**src/rtl/gin_leak_sequencer.sv**
```systemverilog
// Per-timestep inhibitory-conductance leak sweep: read gin/Taugin, feed the
// leak unit, write the leaked value back. Three cycles per neuron.
`timescale 1ns/1ps
module gin_leak_sequencer #(
  parameter int INTEGER_WIDTH   = 16,
  parameter int DATA_WIDTH_FRAC = 32,
  parameter int DATA_WIDTH      = INTEGER_WIDTH + DATA_WIDTH_FRAC,
  parameter int DELTAT_WIDTH    = 4,
  parameter int NEURON_WIDTH    = 11
) (
  input  logic                     Clock_i,
  input  logic                     Reset_i,
  input  logic                     Start_i,
  input  logic [NEURON_WIDTH-1:0]  NeuronStart_i,
  input  logic [NEURON_WIDTH-1:0]  NeuronEnd_i,
  input  logic [DELTAT_WIDTH-1:0]  DeltaT_i,
  output logic                     Busy_o,
  output logic                     Done_o,
  output logic                     ErrorTauZero_o,
  output logic                     GinREn_o,
  output logic [NEURON_WIDTH-1:0]  GinRAddr_o,
  input  logic [DATA_WIDTH-1:0]    GinRData_i,
  input  logic [INTEGER_WIDTH-1:0] TauginRData_i,
  output logic [DATA_WIDTH-1:0]    LeakGin_o,
  output logic [DELTAT_WIDTH-1:0]  LeakDeltaT_o,
  output logic [INTEGER_WIDTH-1:0] LeakTaugin_o,
  input  logic [DATA_WIDTH-1:0]    LeakGinOut_i,
  output logic                     GinWEn_o,
  output logic [NEURON_WIDTH-1:0]  GinWAddr_o,
  output logic [DATA_WIDTH-1:0]    GinWData_o
);

  typedef enum logic [2:0] {S_IDLE, S_READ, S_CAPTURE, S_WRITE, S_DONE} state_t;

  state_t                   state_q, state_d;
  logic [NEURON_WIDTH-1:0]  n_q, n_d, end_q, end_d;
  logic [DELTAT_WIDTH-1:0]  dt_q, dt_d;
  logic                     err_q, err_d, skip_q, skip_d;
  logic [DATA_WIDTH-1:0]    lgin_q, lgin_d;
  logic [DELTAT_WIDTH-1:0]  ldt_q, ldt_d;
  logic [INTEGER_WIDTH-1:0] ltau_q, ltau_d;
  logic                     ren_q, ren_d, wen_q, wen_d, done_q, done_d, busy_q, busy_d;
  logic [NEURON_WIDTH-1:0]  raddr_q, raddr_d, waddr_q, waddr_d;

  always_comb begin
    state_d = state_q;
    n_d     = n_q;
    end_d   = end_q;
    dt_d    = dt_q;
    err_d   = err_q;
    skip_d  = skip_q;
    lgin_d  = lgin_q;
    ldt_d   = ldt_q;
    ltau_d  = ltau_q;
    raddr_d = raddr_q;
    waddr_d = waddr_q;
    case (state_q)
      S_IDLE: if (Start_i) begin
        end_d   = NeuronEnd_i;
        dt_d    = DeltaT_i;
        err_d   = 1'b0;
        n_d     = NeuronStart_i;
        state_d = (NeuronEnd_i < NeuronStart_i) ? S_DONE : S_READ;
      end
      S_READ:    state_d = S_CAPTURE;
      S_CAPTURE: begin
        lgin_d  = GinRData_i;
        ltau_d  = TauginRData_i;
        ldt_d   = dt_q;
        skip_d  = (TauginRData_i == '0);
        if (TauginRData_i == '0) err_d = 1'b1;
        state_d = S_WRITE;
      end
      // Equality stop before increment keeps n from wrapping at the top index.
      S_WRITE: begin
        if (n_q == end_q) state_d = S_DONE;
        else begin
          n_d     = n_q + 1'b1;
          state_d = S_READ;
        end
      end
      S_DONE:  state_d = S_IDLE;
      default: state_d = S_IDLE;
    endcase
    // Strobes are registered from the next state so they line up with it.
    ren_d  = (state_d == S_READ);
    wen_d  = (state_d == S_WRITE);
    done_d = (state_d == S_DONE);
    busy_d = (state_d != S_IDLE);
    if (ren_d) raddr_d = n_d;
    if (wen_d) waddr_d = n_d;
  end

  always_ff @(posedge Clock_i) begin
    if (Reset_i) begin
      state_q <= S_IDLE;
      n_q     <= '0;
      end_q   <= '0;
      dt_q    <= '0;
      err_q   <= 1'b0;
      skip_q  <= 1'b0;
      lgin_q  <= '0;
      ldt_q   <= '0;
      ltau_q  <= '0;
      ren_q   <= 1'b0;
      wen_q   <= 1'b0;
      done_q  <= 1'b0;
      busy_q  <= 1'b0;
      raddr_q <= '0;
      waddr_q <= '0;
    end else begin
      state_q <= state_d;
      n_q     <= n_d;
      end_q   <= end_d;
      dt_q    <= dt_d;
      err_q   <= err_d;
      skip_q  <= skip_d;
      lgin_q  <= lgin_d;
      ldt_q   <= ldt_d;
      ltau_q  <= ltau_d;
      ren_q   <= ren_d;
      wen_q   <= wen_d;
      done_q  <= done_d;
      busy_q  <= busy_d;
      raddr_q <= raddr_d;
      waddr_q <= waddr_d;
    end
  end

  assign Busy_o         = busy_q;
  assign Done_o         = done_q;
  assign ErrorTauZero_o = err_q;
  assign GinREn_o       = ren_q;
  assign GinRAddr_o     = raddr_q;
  assign LeakGin_o      = lgin_q;
  assign LeakDeltaT_o   = ldt_q;
  assign LeakTaugin_o   = ltau_q;
  assign GinWEn_o       = wen_q;
  assign GinWAddr_o     = waddr_q;
  // A zero Taugin would divide by zero in the leak unit; keep gin as read.
  assign GinWData_o     = skip_q ? lgin_q : LeakGinOut_i;

endmodule

```
**config.mk**
```make
export PLATFORM = sky130hd
export DESIGN_NAME = gin_leak_sequencer
export DESIGN_NICKNAME = d
export VERILOG_FILES = /design/src/rtl/gin_leak_sequencer.sv
export SDC_FILE = /design/constraint.sdc
export NUM_CORES = 1
export LEC_CHECK = 0
export ABC_AREA = 1
export CAP_MARGIN = 5
export CORE_UTILIZATION = 41
export DETAILED_ROUTE_END_ITERATION = 10
export GPL_TIMING_DRIVEN = 0
export PLACE_DENSITY = 0.8
export SYNTH_ARGS = -nofsm -noshare
export SYNTH_HDL_FRONTEND = slang
export SYNTH_SLANG_ARGS = --single-unit
```
**constraint.sdc**
```tcl
create_clock -name Clock_i -period 1.9 [get_ports Clock_i]
set_input_delay 0.38 -clock Clock_i [delete_from_list [all_inputs] [get_ports Clock_i]]
set_output_delay 0.38 -clock Clock_i [all_outputs]
set_load 0.005 [all_outputs]
```
### After elaboration in Yosys (flattened, before gate mapping)

Cells that the tools add are included.

| word-level totals | value |
|---|---|
| flip-flop bits (word level) | 125 |
| output and inout bits | 143 |
| logic and storage cells | 43 |
| input port bits | 141 |

| operators by class | value |
|---|---|
| equality and inequality tests | 9 |
| mux-type cells | 11 |
| reduce and logical (&&, ||, !) cells | 6 |
| add/subtract/negate cells | 1 |
| order comparisons | 1 |

Operator list:

| cell | count |
|---|---|
| $mux 48 | 1 |
| $mux 11 | 2 |
| $pmux 11 s2 | 1 |
| $logic_not 16->1 | 1 |
| $pmux 3 s4 | 1 |
| $add 11x1->11 const B | 1 |
| $eq 11x11->1 | 1 |
| $lt 11x11->1 | 1 |
| $eq 3x2->1 const B | 3 |
| $mux 3 | 3 |
| $eq 3x1->1 const B | 2 |
| $ne 2x2->1 const B | 2 |
| $eq 3x3->1 const B | 1 |
| $logic_not 3->1 | 1 |
| $reduce_and 3->1 | 1 |
| $reduce_bool 3->1 | 1 |
| $mux 1 | 2 |
| $pmux 1 s2 | 1 |
| $reduce_and 2->1 | 1 |
| $reduce_bool 2->1 | 1 |

### Logic depth before layout (Yosys ltp)

| logic depth | value |
|---|---|
| word-level depth | 5 |
| mapped depth | 15 |
| depth with buffers taken out | 14 |

### Worst setup path after synthesis

Ideal clock, no wire load.

| timing path | value |
|---|---|
| path type | input -> register |
| start | input port NeuronStart_i[10] |
| end | register raddr_q[5], in the netlist GinRAddr_o[5] |
| setup slack | 0.217 ns |
| cell stages on the path | 12 |
| path buffers | 1 |
| data required time | 1.791 ns |
| arrival time | 1.574 ns |
| library setup time | 0.109 ns |
| cell sequence | inv_1 > ha_1 > nand2_1 > nor2_1 > nand3_1 > nand3_1 > nand2_1 > nand2_2 > buf_2 > nand4_1 > nand2_1 > inv_1 |

| on the way | value |
|---|---|
| word-level cells in the longest chain between the ends | 5 |

Ends and longest elaborated chain:

| what | line | source |
|---|---|---|
| from (decl) | 14 | `input logic [NEURON_WIDTH-1:0] NeuronStart_i,` |
| $lt 11x11->1 | 63 | `state_d = (NeuronEnd_i < NeuronStart_i) ? S_DONE : S_READ;` |
| $mux 3 | 63 |  |
| $mux 3 | 58 | `S_IDLE: if (Start_i) begin` |
| $pmux 3 s4 | 57 | `case (state_q)` |
| $eq 3x1->1 | 86 | `ren_d = (state_d == S_READ);` |
| to (signal assigned) | 125 | `raddr_q <= raddr_d;` |
| to (decl) | 43 | `logic [NEURON_WIDTH-1:0] raddr_q, raddr_d, waddr_q, waddr_d;` |

No other way between the ends.
A chain may end at the register's enable or synchronous reset.

### Final worst setup path

| timing path | value |
|---|---|
| start | register skip_q |
| end | output port GinWData_o[22] |

| on the way | value |
|---|---|
| word-level cells in the longest chain between the ends | 1 |

Ends and longest elaborated chain:

| what | line | source |
|---|---|---|
| from (decl) | 38 | `logic err_q, err_d, skip_q, skip_d;` |
| from (signal assigned) | 117 | `skip_q <= skip_d;` |
| $mux 48 | 141 | `assign GinWData_o = skip_q ? lgin_q : LeakGinOut_i;` |
| to (decl) | 30 | `output logic [DATA_WIDTH-1:0] GinWData_o` |

No other way between the ends.

==> flow_metrics.py <==
metrics = {
    "status": {
        "outcome": "finished, violations left",
        "violations": "negative setup slack",
    },
    "timing": {
        "worstMarginPinSlew_ns": 0.677,
        "setup_ws_ns": -0.0994,
        "maxSlewViolCount": 0,
        "relSlewSlack_pct": 54.9,
        "hold_viol": 0,
        "period_minus_slack_ns": 2.00,
        "fmax_mhz": 500,
        "setup_viol": 4,
        "fin_crit_sh_pct": 105,
        "fin_skew_ns": 0.0108,
        "rsz0062_at_grt": "true",
    },
    "critical_path": {
        "crit_required_ns": 1.52,
        "crit_type": "reg2out",
        "endpoint_kind": "primary output",
        "start_kind": "register",
        "arrival_ns": 1.62,
        "ff2ff_path_depth": 14,
        "crit_fanout": 10,
    },
    "clock_tree": {
        "clk_pin_slew_ns": 0.05,
        "htreeDepth": 4,
        "ctsHoldBuffers": 0,
        "numCtsBuffers": 17,
        "insertion_delay_ns": 0.42,
        "clock_sinks": 125,
        "cts_tree": "yes",
        "root_buffer": "clkbuf_16",
        "clk_path_buf_depth": 2,
    },
    "yosys": {
        "muxShareOfSynthArea_pct": 0,
        "ys_types": 35,
        "synth_fa_ha_area_share_pct": 2.30,
        "synth-xor-area-share_pct": 1.71,
        "synth.avg_cell_area_um2": 6.84,
        "synth-simple-area-share_pct": 22.6,
        "yosysWarnings": 0,
        "syn_area_um2": 5990,
        "synth-compound-area-share_pct": 20.0,
        "synth_top_family_by_area": "simple AND/OR/NAND/NOR gates",
        "synth_fp_nets": 1028,
        "syn_inst": 876,
        "seq_area_frac_synth_pct": 41.8,
        "ys_ff_latch": 125,
    },
    "pwr": {
        "combinationalPowerShare_pct": 26.5,
        "ir_drop_mv": 0.656,
        "p_leak_nw": 4.44,
        "seqPwrFrac_pct": 37.7,
        "switchingPower_w": 0.00242,
        "intPower_w": 0.00575,
        "clkPwrFrac_pct": 35.9,
        "powerDensity_nw_per_um2": 812,
        "power_switching_share_pct": 29.6,
    },
    "finish": {
        "num_antenna_cells": 0,
        "postLayoutCoreUtil_pct": 71.7,
        "fillers": 1119,
        "layout.nets": 1355,
        "area_growth_pct": 67.9,
        "drive_gt1_share_pct": 15.6,
        "finish.instance_area_um2": 10100,
    },
    "detailed_routing": {
        "routed_wl_um": 24400,
        "drt_iter0_markers": 576,
        "routedWlPerCell_um": 17.5,
        "vias": 7246,
        "ant_nets": 0,
        "viasPerCell": 5.20,
        "drc": 0,
        "firstDrtPassIters": 6,
    },
    "floorplanning": {
        "die_x_um": 123,
        "io_pins": 284,
        "num_rows": 43,
        "initial_utilization_pct": 42.7,
        "dieArea_um2": 15100,
        "core_area_um2": 14000,
        "die_y_um": 123,
    },
    "flow_run": {
        "cap_viol_max_count": 0,
    },
    "global_route": {
        "grt_pass1_vias": 6505,
        "antenna_found_initial": 0,
        "grt-ovfl-total": 0,
        "track_usage_pct": 30.6,
        "grt_max_degree": 17,
        "grt_pass1_wl_um": 34800,
    },
    "placed_design": {
        "pre_cts_ws_ns": -0.732,
        "dpl_cell_area_um2": 9040,
        "dp_hpwl_um": 17800,
        "port_buffers": 282,
        "gp_congestion": 0.928,
    },
    "worst_hold_path": {
        "hold-path-cell-count": 3,
        "hold_class": "in2reg",
    },
}
path summary, 6_finish.rpt:
| path | startpoint | to | slack (ns) |
|---|---|---|---|
| worst min register to register | end_q[7] | end_q[7] | 0.47 |
| worst min-delay path | NeuronEnd_i[4] | end_q[4] | 0.26 |
| worst max-delay path | skip_q | GinWData_o[22] | -0.1 |
| worst max register to register | n_q[5] | GinRAddr_o[5] | 0.12 |
metrics by stage:
step           power, W  hold WS, ns  TNS, ns  instances
3_5_place_dp    0.00509        0.465   -38.12       1338
4_1_cts         0.00798        0.366   -0.474       1380
3_3_place_gp    0.00506        0.453   -36.36       1338
2_1_floorplan   0.00398        0.444        0        876
5_1_grt         0.00853        0.297   -0.975       1394
6_report        0.00817        0.263   -0.119       1394
Yosys cell counts, drive strengths merged:
| cell type | number | area share [%] |
|---|---|---|
| nand3b | 1 | 0.13 |
| ha | 11 | 2.3 |
| clkinv | 1 | 0.063 |
| nand3 | 44 | 3.9 |
| nor2 | 127 | 8.3 |
| dfxtp | 125 | 42 |
| o22ai | 5 | 0.52 |
| buf | 11 | 1.1 |
| a31oi | 1 | 0.10 |
| nor4 | 4 | 0.42 |
| inv | 125 | 7.8 |
| a22oi | 3 | 0.38 |
| xor2 | 5 | 0.73 |
| a21oi | 119 | 9.9 |
| nand4 | 6 | 0.63 |
| o211ai | 1 | 0.13 |
| nand2 | 130 | 8.4 |
| or2 | 4 | 0.42 |
| o21ai | 94 | 7.9 |
| nor3 | 5 | 0.50 |
| o21a | 9 | 1.1 |
| clkbuf | 40 | 2.5 |
| xnor2 | 5 | 0.98 |
worst max-delay path, cell delays in order (launching register included):
cell	delay (ns)
dfxtp_4	0.40
buf_4	0.16
clkbuf_8	0.16
nor2_1	0.21
a21oi_2	0.06
clkdlybuf4s15_2	0.21
cell usage in the layout, fill, tap and decap left out, types with 6 or more instances in the layout:
cell / Yosys / layout
buf_2: 4 / 36
dlygate4sd2_1: 0 / 7
a21oi_1: 119 / 97
clkdlybuf4s50_1: 0 / 221
ha_1: 11 / 6
buf_4: 0 / 23
inv_1: 120 / 116
o21ai_1: 9 / 7
clkbuf_16: 0 / 22
nand2_2: 2 / 6
nand2_1: 127 / 121
nor2_1: 124 / 119
dfxtp_1: 125 / 119
nand4_1: 6 / 6
dlymetal6s2s_1: 0 / 9
o21a_1: 9 / 9
clkbuf_2: 0 / 11
clkbuf_8: 0 / 9
o21ai_0: 85 / 84
clkbuf_1: 40 / 31
nand3_1: 43 / 41
inv_2: 5 / 9
a21oi_2: 0 / 17
state kept, by name, indices dropped and copies added, names as in the netlist:
signal	count
LeakGin_o	48
LeakTaugin_o	16
GinRAddr_o	11
GinWAddr_o	11
end_q	11
n_q	11
LeakDeltaT_o	4
dt_q	4
state_q	3
Busy_o	1
Done_o	1
ErrorTauZero_o	1
GinREn_o	1
GinWEn_o	1
skip_q	1
per-layer routing:
metal / vias up / GRT usage, % / wire [µm]
met5: - / 0 / 0
met4: 0 / 9.15 / 576
met3: 47 / 8.76 / 2370
met2: 355 / 51.3 / 11700
met1: 3383 / 37.9 / 9790
li1: 3461 / - / -
power by group through the flow:
stage               Sequential [W]  Combinational (W)  Clock (W)
floorplan                  0.00310           0.000885          0
global placement           0.00310            0.00195          0
detailed placement         0.00311            0.00198          0
CTS                        0.00307            0.00197    0.00294
global route               0.00310            0.00234    0.00309
finish                     0.00308            0.00216    0.00293
cells by family (layout without fill, tap and decap cells):
logic type | Yosys count | count (layout)
XOR/XNOR | 10 | 10
buffers and inverters | 177 | 515
AO/OA/AOI/OAI | 232 | 232
flip-flops | 125 | 125
AND/OR/NAND/NOR | 321 | 321
adder cells (fa/ha/maj) | 11 | 11
repair_timing:
action                     CTS  global route
setup endpoints to repair   61            82
resized for setup          211            87
cloned                       3             3
setup buffers               10            14
pin swaps                    5            22
layout make-up:
type | count | area [µm²] | area share [%]
plain buffers | 47 | 317 | 3.15
clock buffers | 23 | 488 | 4.85
clock inverters | 7 | 40.0 | 0.398
inverters | 126 | 473 | 4.70
multi-input cells | 574 | 3080 | 30.6
flip-flops and latches | 125 | 2510 | 25.0
well taps | 180 | 225 | 2.24
repair buffers | 312 | 2930 | 29.1
(Power assumes the default switching activity.)
